## src/rtl/uart_resp_rx.sv

```systemverilog
// 8N1 UART receiver feeding a first-word-fall-through FIFO, with OK\r\n / ERROR\r\n token detection.
// Byte, flags and pulses appear the cycle after the stop-bit sample; bytes arriving while full are dropped and flagged sticky.
module uart_resp_rx #(
    parameter int CLK_FREQ = 50000000,
    parameter int BAUD     = 115200,
    parameter int DEPTH    = 16
) (
    input  logic       i_clk,
    input  logic       i_rst,
    input  logic       i_rx,
    input  logic       i_rd,
    output logic [7:0] o_data_out,
    output logic       o_empty,
    output logic       o_full,
    output logic       o_overflow,
    output logic       o_frame_err,
    output logic       o_ok_seen,
    output logic       o_err_seen
);
    localparam int DIV = CLK_FREQ / BAUD;
    localparam int CW  = $clog2(DIV);
    localparam int AW  = $clog2(DEPTH);
    localparam logic [CW-1:0] CNT_BIT  = CW'(DIV - 1);
    localparam logic [CW-1:0] CNT_HALF = CW'(DIV / 2 - 1);

    typedef enum logic [2:0] {
        S_IDLE,
        S_START,
        S_DATA,
        S_STOP,
        S_WAIT_HIGH
    } state_t;

    function automatic logic [7:0] ok_char(input logic [2:0] i);
        case (i)
            3'd0:    ok_char = 8'h4F;
            3'd1:    ok_char = 8'h4B;
            3'd2:    ok_char = 8'h0D;
            3'd3:    ok_char = 8'h0A;
            default: ok_char = 8'h00;
        endcase
    endfunction

    function automatic logic [7:0] er_char(input logic [2:0] i);
        case (i)
            3'd0:    er_char = 8'h45;
            3'd1:    er_char = 8'h52;
            3'd2:    er_char = 8'h52;
            3'd3:    er_char = 8'h4F;
            3'd4:    er_char = 8'h52;
            3'd5:    er_char = 8'h0D;
            3'd6:    er_char = 8'h0A;
            default: er_char = 8'h00;
        endcase
    endfunction

    logic            r_sync1;
    logic            r_rxs;
    state_t          r_state;
    state_t          w_state_nxt;
    logic [CW-1:0]   r_cnt;
    logic [CW-1:0]   w_cnt_nxt;
    logic [2:0]      r_idx;
    logic [2:0]      w_idx_nxt;
    logic [7:0]      r_shift;
    logic [7:0]      w_shift_nxt;
    logic            w_byte_vld;
    logic            w_ferr;

    logic [7:0]      r_mem [DEPTH];
    logic [AW:0]     r_wptr;
    logic [AW:0]     r_rptr;
    logic            r_overflow;
    logic            w_empty;
    logic            w_full;
    logic            w_pop;
    logic            w_push;
    logic            w_drop;

    logic [2:0]      r_pok;
    logic [2:0]      r_per;
    logic            w_ok_hit;
    logic            w_er_hit;
    logic            r_ok_seen;
    logic            r_err_seen;
    logic            r_frame_err;

    always_ff @(posedge i_clk) begin
        if (!i_rst) begin
            r_sync1 <= 1'b1;
            r_rxs   <= 1'b1;
        end else begin
            r_sync1 <= i_rx;
            r_rxs   <= r_sync1;
        end
    end

    always_ff @(posedge i_clk) begin
        if (!i_rst) begin
            r_state <= S_IDLE;
            r_cnt   <= '0;
            r_idx   <= '0;
            r_shift <= '0;
        end else begin
            r_state <= w_state_nxt;
            r_cnt   <= w_cnt_nxt;
            r_idx   <= w_idx_nxt;
            r_shift <= w_shift_nxt;
        end
    end

    always_comb begin
        w_state_nxt = r_state;
        w_cnt_nxt   = r_cnt;
        w_idx_nxt   = r_idx;
        w_shift_nxt = r_shift;
        w_byte_vld  = 1'b0;
        w_ferr      = 1'b0;
        case (r_state)
            S_IDLE: begin
                if (!r_rxs) begin
                    w_cnt_nxt   = CNT_HALF;
                    w_state_nxt = S_START;
                end
            end
            S_START: begin
                if (r_cnt != '0) begin
                    w_cnt_nxt = r_cnt - CW'(1);
                end else if (r_rxs) begin
                    w_state_nxt = S_IDLE;
                end else begin
                    w_cnt_nxt   = CNT_BIT;
                    w_idx_nxt   = 3'd0;
                    w_state_nxt = S_DATA;
                end
            end
            S_DATA: begin
                if (r_cnt != '0) begin
                    w_cnt_nxt = r_cnt - CW'(1);
                end else begin
                    // Shift right so the first (LSB) bit lands in bit 0 after eight samples.
                    w_shift_nxt = {r_rxs, r_shift[7:1]};
                    w_cnt_nxt   = CNT_BIT;
                    if (r_idx == 3'd7) begin
                        w_state_nxt = S_STOP;
                    end else begin
                        w_idx_nxt = r_idx + 3'd1;
                    end
                end
            end
            S_STOP: begin
                if (r_cnt != '0) begin
                    w_cnt_nxt = r_cnt - CW'(1);
                end else if (r_rxs) begin
                    w_byte_vld  = 1'b1;
                    w_state_nxt = S_IDLE;
                end else begin
                    w_ferr      = 1'b1;
                    w_state_nxt = S_WAIT_HIGH;
                end
            end
            S_WAIT_HIGH: begin
                if (r_rxs) begin
                    w_state_nxt = S_IDLE;
                end
            end
            default: begin
                w_state_nxt = S_IDLE;
            end
        endcase
    end

    assign w_empty = (r_wptr == r_rptr);
    assign w_full  = (r_wptr[AW] != r_rptr[AW]) && (r_wptr[AW-1:0] == r_rptr[AW-1:0]);
    assign w_pop   = i_rd && !w_empty;
    // A pop on the same edge frees the slot the incoming byte needs.
    assign w_push  = w_byte_vld && (!w_full || w_pop);
    assign w_drop  = w_byte_vld && w_full && !w_pop;

    always_ff @(posedge i_clk) begin
        if (!i_rst) begin
            r_wptr     <= '0;
            r_rptr     <= '0;
            r_overflow <= 1'b0;
            for (int i = 0; i < DEPTH; i++) begin
                r_mem[i] <= '0;
            end
        end else begin
            if (w_push) begin
                r_mem[r_wptr[AW-1:0]] <= r_shift;
                r_wptr                <= r_wptr + (AW+1)'(1);
            end
            if (w_pop) begin
                r_rptr <= r_rptr + (AW+1)'(1);
            end
            if (w_drop) begin
                r_overflow <= 1'b1;
            end
        end
    end

    assign w_ok_hit = (r_shift == ok_char(r_pok));
    assign w_er_hit = (r_shift == er_char(r_per));

    always_ff @(posedge i_clk) begin
        if (!i_rst) begin
            r_pok       <= '0;
            r_per       <= '0;
            r_ok_seen   <= 1'b0;
            r_err_seen  <= 1'b0;
            r_frame_err <= 1'b0;
        end else begin
            r_ok_seen   <= w_byte_vld && w_ok_hit && (r_pok == 3'd3);
            r_err_seen  <= w_byte_vld && w_er_hit && (r_per == 3'd6);
            r_frame_err <= w_ferr;
            if (w_byte_vld) begin
                if (w_ok_hit) begin
                    r_pok <= (r_pok == 3'd3) ? 3'd0 : r_pok + 3'd1;
                end else begin
                    r_pok <= (r_shift == 8'h4F) ? 3'd1 : 3'd0;
                end
                if (w_er_hit) begin
                    r_per <= (r_per == 3'd6) ? 3'd0 : r_per + 3'd1;
                end else begin
                    r_per <= (r_shift == 8'h45) ? 3'd1 : 3'd0;
                end
            end
        end
    end

    assign o_data_out  = r_mem[r_rptr[AW-1:0]];
    assign o_empty     = w_empty;
    assign o_full      = w_full;
    assign o_overflow  = r_overflow;
    assign o_frame_err = r_frame_err;
    assign o_ok_seen   = r_ok_seen;
    assign o_err_seen  = r_err_seen;
endmodule

```

## config.mk

```make
export PLATFORM = sky130hd
export DESIGN_NAME = uart_resp_rx
export DESIGN_NICKNAME = d
export VERILOG_FILES = /design/src/rtl/uart_resp_rx.sv
export SDC_FILE = /design/constraint.sdc
export NUM_CORES = 1
export LEC_CHECK = 0
export BUFFER_PORTS_ARGS = -buffer_cell sky130_fd_sc_hd__buf_2
export CORE_ASPECT_RATIO = 1.25
export CORE_MARGIN = 5
export CORE_UTILIZATION = 35
export DETAILED_ROUTE_END_ITERATION = 7
export GPL_ROUTABILITY_DRIVEN = 0
export MAX_ROUTING_LAYER = met4
export PLACE_DENSITY = 0.61
export SETUP_SLACK_MARGIN = 0.3
export SYNTH_ARGS = -nofsm -noshare
export SYNTH_HDL_FRONTEND = slang
export SYNTH_SLANG_ARGS = --single-unit
```

## constraint.sdc

```tcl
create_clock -name i_clk -period 6.4 [get_ports i_clk]
set_input_delay 0.96 -clock i_clk [delete_from_list [all_inputs] [get_ports i_clk]]
set_output_delay 0.96 -clock i_clk [all_outputs]
set_load 0.01 [all_outputs]
```

# == Word level (Yosys, flattened, before mapping) ==
# Memory sizes are Yosys's and may differ from the RTL's. A register that Yosys moved wholly into a read port is not among the register bits.
# Index checks and enable logic that the tools add are counted.
# classes
n_mux,41
n_reduce_logical,26
eq_ne,31
bitwise,3
n_lt_le_gt_ge,0
add_sub_neg,6
n_div,0
n_mul,0
shifts,0
# ops
operator,count
2-to-1 mux 3 bit,15
2-to-1 mux 9 bit,5
one-hot mux 9 bit (4 select lines),1
one-hot mux 7 bit (5 select lines),1
one-hot mux 7 bit (4 select lines),1
"== test 3 x 2 -> 1 bit, second input constant",6
"inequality test 2 bit, second input constant",9
"== test 8 x 7 -> 1 bit, second input constant",2
== test 8 bit,2
"== test 3 bit, second input constant",5
one-hot mux 3 bit (5 select lines),1
2-to-1 mux 4 bit,3
2-to-1 mux 1 bit,11
"adder 5 x 1 -> 5 bit, second input constant",2
"adder 3 x 1 -> 3 bit, second input constant",3
"== test 3 x 1 -> 1 bit, second input constant",3
logical AND 1 bit,9
logical NOT 3 bit,3
nonzero test 9 bit,1
"subtractor 9 x 1 -> 9 bit, second input constant",1
2-to-1 mux 8 bit,1
OR reduction 8 bit,1
one-hot mux 3 bit (2 select lines),1
AND reduction 6 bit,1
other kinds (14),19
# totals
latchBits,0
n_memories,1
inputBits,4
ramBits,128
output_inout_bits,14
romBits,0
ff_bits,45
word_cells,122
# mem_list
memory,depth,width,read_ports,rd_ports_with_merged_regs,wr,line,rtl
r_mem,16,8,1,1,16,70,logic [7:0] r_mem [DEPTH];

# == Longest topological paths before layout ==
# logic_depth
word_depth,10
ltp_mapped,9
mapped_depth_nobuf,8

# == Least setup slack after synthesis ==
# Ideal clock, no wire load.
# synth_timing
path_type,register to output
startpoint,register (tool-made name)
endpoint,output o_data_out[0]
path_slack_ps,3607
path_buffers,2
t_arrival_ps,1833
stages_incl_launch_ff,5
t_required_ps,5440
path_cell_list,dfxtp_1 clkbuf_1 buf_2 mux4_2 mux4_2
# synth_lines
element,line,rtl
to (decl),12,"output logic [7:0] o_data_out,"

==> flow_summary.toml <==
[outcome]
status = "completed"

[clock_tree]
cts_buffers = 17
clk_pin_slew_ns = 0.06
h-tree-depth = 4
cts_root_buffer = "clkbuf_16"
post_cts_buffers = 0
hold_buffers = 0
cts_resized = 0
cts.sinks = 177
cts_tree = "yes"
insertion_delay_ns = 0.42
cts_buffer_depth = 2

[power]
power_frac_comb_pct = 5.9
p_sw_share_pct = 21.4
fin_total_pwr_uw = 2520
pwr-share-seq_pct = 51.1
powerDensity_nw_per_um2 = 261
max-vdd-ir-drop_v = 0.000177
p_leak_uw = 0.00336
clkPwrFrac_pct = 43.0
internal_power_uw = 1980
p_sw_uw = 540

[placement]
dpl.hpwl_mm = 13.3
place_ws_ns = 2.86
io_buffer_count = 17
placed_area_um2 = 9040

[synth]
yosys_warnings = 0
yosys.area.top_type = "edfxtp_1"
ys_ff_latch = 177
synth_cell_type_count = 60
synth_flop_cell = "edfxtp_1"
synth-edff-count = 128
ys_seq_area_share_pct = 55.5
syn_area_per_cell_um2 = 12.3
synthTopCellsByArea = "edfxtp_1 44%, dfxtp_1 11%, mux4_2 10%"
netlist_instances = 705
syn_area_um2 = 8690
synthesis.nets = 723
async_reset_ff_share_pct = 0
synth_top_area_share_pct = 44.2

[detailed_routing]
via_per_inst = 5.10
ant_nets = 0
dr.pass1.iters = 4
via_count = 5339
first_iter_violations = 369
drc = 0
finalWirelength_mm = 19.4
wl_per_cell_um = 18.6

[die]
rows = 64
dieArea_um2 = 28100
die_h_um = 186
start_util_pct = 35.5
die_w_um = 151
pin_count = 18
core_area_um2 = 24500

[finish]
layout_commonest_cell = "and2_1"
regArea_um2 = 4830
num_antenna_cells = 0
multi_input_area_um2 = 3610
drive_above_1_share_pct = 16.2
syn2layout_area_growth_pct = 11.1
fillCellCount = 2330
final_nets = 721
design_area_um2 = 9650
final_cell_mix = "133 x and2_1, 128 x edfxtp_1, 48 x dfxtp_1"

[worst_setup_path]
r2r_setup_slack_ns = 2.91
setup.worst_path.class = "flip-flop to primary output"
worst_setup_path_start_kind = "flip-flop"
cp_data_required_time_ns = 5.44
arrival_ns = 2.57
cp_max_fo = 32
r2r_end = "r_mem[8][2]"
r2r-start = "r_cnt[0]"
cp-end-kind = "primary output"
ff2ff_path_depth = 7

[global_routing]
gr-total-overflow = 0
antenna_found_initial = 0
grt_max_degree = 37
track_usage_pct = 15.0
grt_first_pass_wirelength_mm = 30.9
grt_pass1_vias = 5415

[run]
maxCapViolations = 0

[min_path]
hold_path.class = "flip-flop to flip-flop"
holdPathEnd = "r_rxs"
holdPathStages = 1
hp-start = "r_sync1"

[sta]
rsz0062_at_grt = "false"
max_slew_margin_pct = 22.1
fin_crit_ns = 3.53
skew_ns = 0.0109
worstMarginPinSlew_ns = 1.16
max_freq_ghz = 0.283
setup_tns_ns = 0
hold_violations = 0
drv_slew = 0
fin_crit_sh_pct = 55.2
setup_ws_ns = 2.87
setup_viol = 0
==> area by class of cell <==
type	instances	area share [%]
Multi-Input combinational cell	470	37.4
Inverter	11	0.428
Clock inverter	11	1.67
Tap cell	330	4.28
Clock buffer	21	4.67
Timing Repair Buffer	26	1.58
Sequential cell	177	50.0
==> registers in the layout, indices dropped and copies added (netlist names), named ones only <==
signal       cells
r_cnt            9
r_shift          8
r_per            3
r_pok            3
r_idx            3
o_err_seen       1
r_state          3
o_overflow       1
r_mem          128
o_ok_seen        1
r_rxs            1
r_rptr           5
r_sync1          1
o_frame_err      1
r_wptr           5
==> through the flow <==
stage	cells	util (%)	hold WS [ns]
global route	1046	39.4	0.458
detailed placement	1014	36.9	0.406
floorplan	705	-	0.386
finish	1046	39.4	0.418
global placement	1014	36.9	0.411
CTS	1046	39.4	0.426
==> logic make-up (layout without fill, tap and decap cells) <==
kind of cell	count (synthesis)	count (layout)	synth area share [%]
DFF	177	177	55.5
muxes	44	44	10.8
buffers and inverters	58	69	2.98
AOI/OAI and AO/OA	79	79	5.70
xor gates and xnor gates	20	20	2.01
and+or+nand+nor	312	312	20.9
adders and majority gates	15	15	2.13
==> worst max path at each step <==
stage	endpoint	slack, ns	cells after the start
after floorplan	o_data_out[0]	3.61	4
after global placement	r_mem[8][3]	2.92	7
after detailed placement	r_mem[8][3]	2.86	7
after CTS	o_data_out[1]	2.81	4
after global routing	r_mem[14][2]	2.62	7
final	o_data_out[1]	2.87	4
==> power groups by stage <==
stage                     clock, uW  sequential, uW  combinational [uW]
after floorplan                   0            1300                 115
after global placement            0            1310                 151
after detailed placement          0            1310                 151
after CTS                      1100            1290                 152
after global routing           1150            1290                 166
final                          1080            1290                 150
==> synthesized netlist by cell type (4+ instances only) <==
| library cell | instances |
|---|---|
| ha_1 | 14 |
| nor2_1 | 37 |
| dfxtp_1 | 49 |
| nor4_2 | 5 |
| mux4_2 | 40 |
| o21ai_0 | 20 |
| xnor2_1 | 6 |
| mux2i_1 | 4 |
| a31oi_1 | 4 |
| or3_1 | 4 |
| buf_2 | 6 |
| nand2b_1 | 22 |
| nor4_1 | 4 |
| inv_1 | 11 |
| nor3_2 | 6 |
| edfxtp_1 | 128 |
| nand2_1 | 45 |
| and2_1 | 133 |
| nand4_1 | 6 |
| nand3_1 | 11 |
| nor3_1 | 17 |
| a21oi_1 | 34 |
| clkbuf_1 | 35 |
| xor2_1 | 14 |
==> critical path, stage by stage (launching register included) <==
cell and delay (ns):
dfxtp_2 0.31, buf_4 0.55, mux4_2 0.63, mux4_2 0.49, buf_2 0.16
==> metal layers <==
metal  global-route usage [%]  share of wire, %
met4                     3.81               1.4
met5                        -                 0
met3                     3.13               3.6
met2                     26.5                54
met1                     17.3                41
Note: power is estimated with default switching activity, not from simulation.
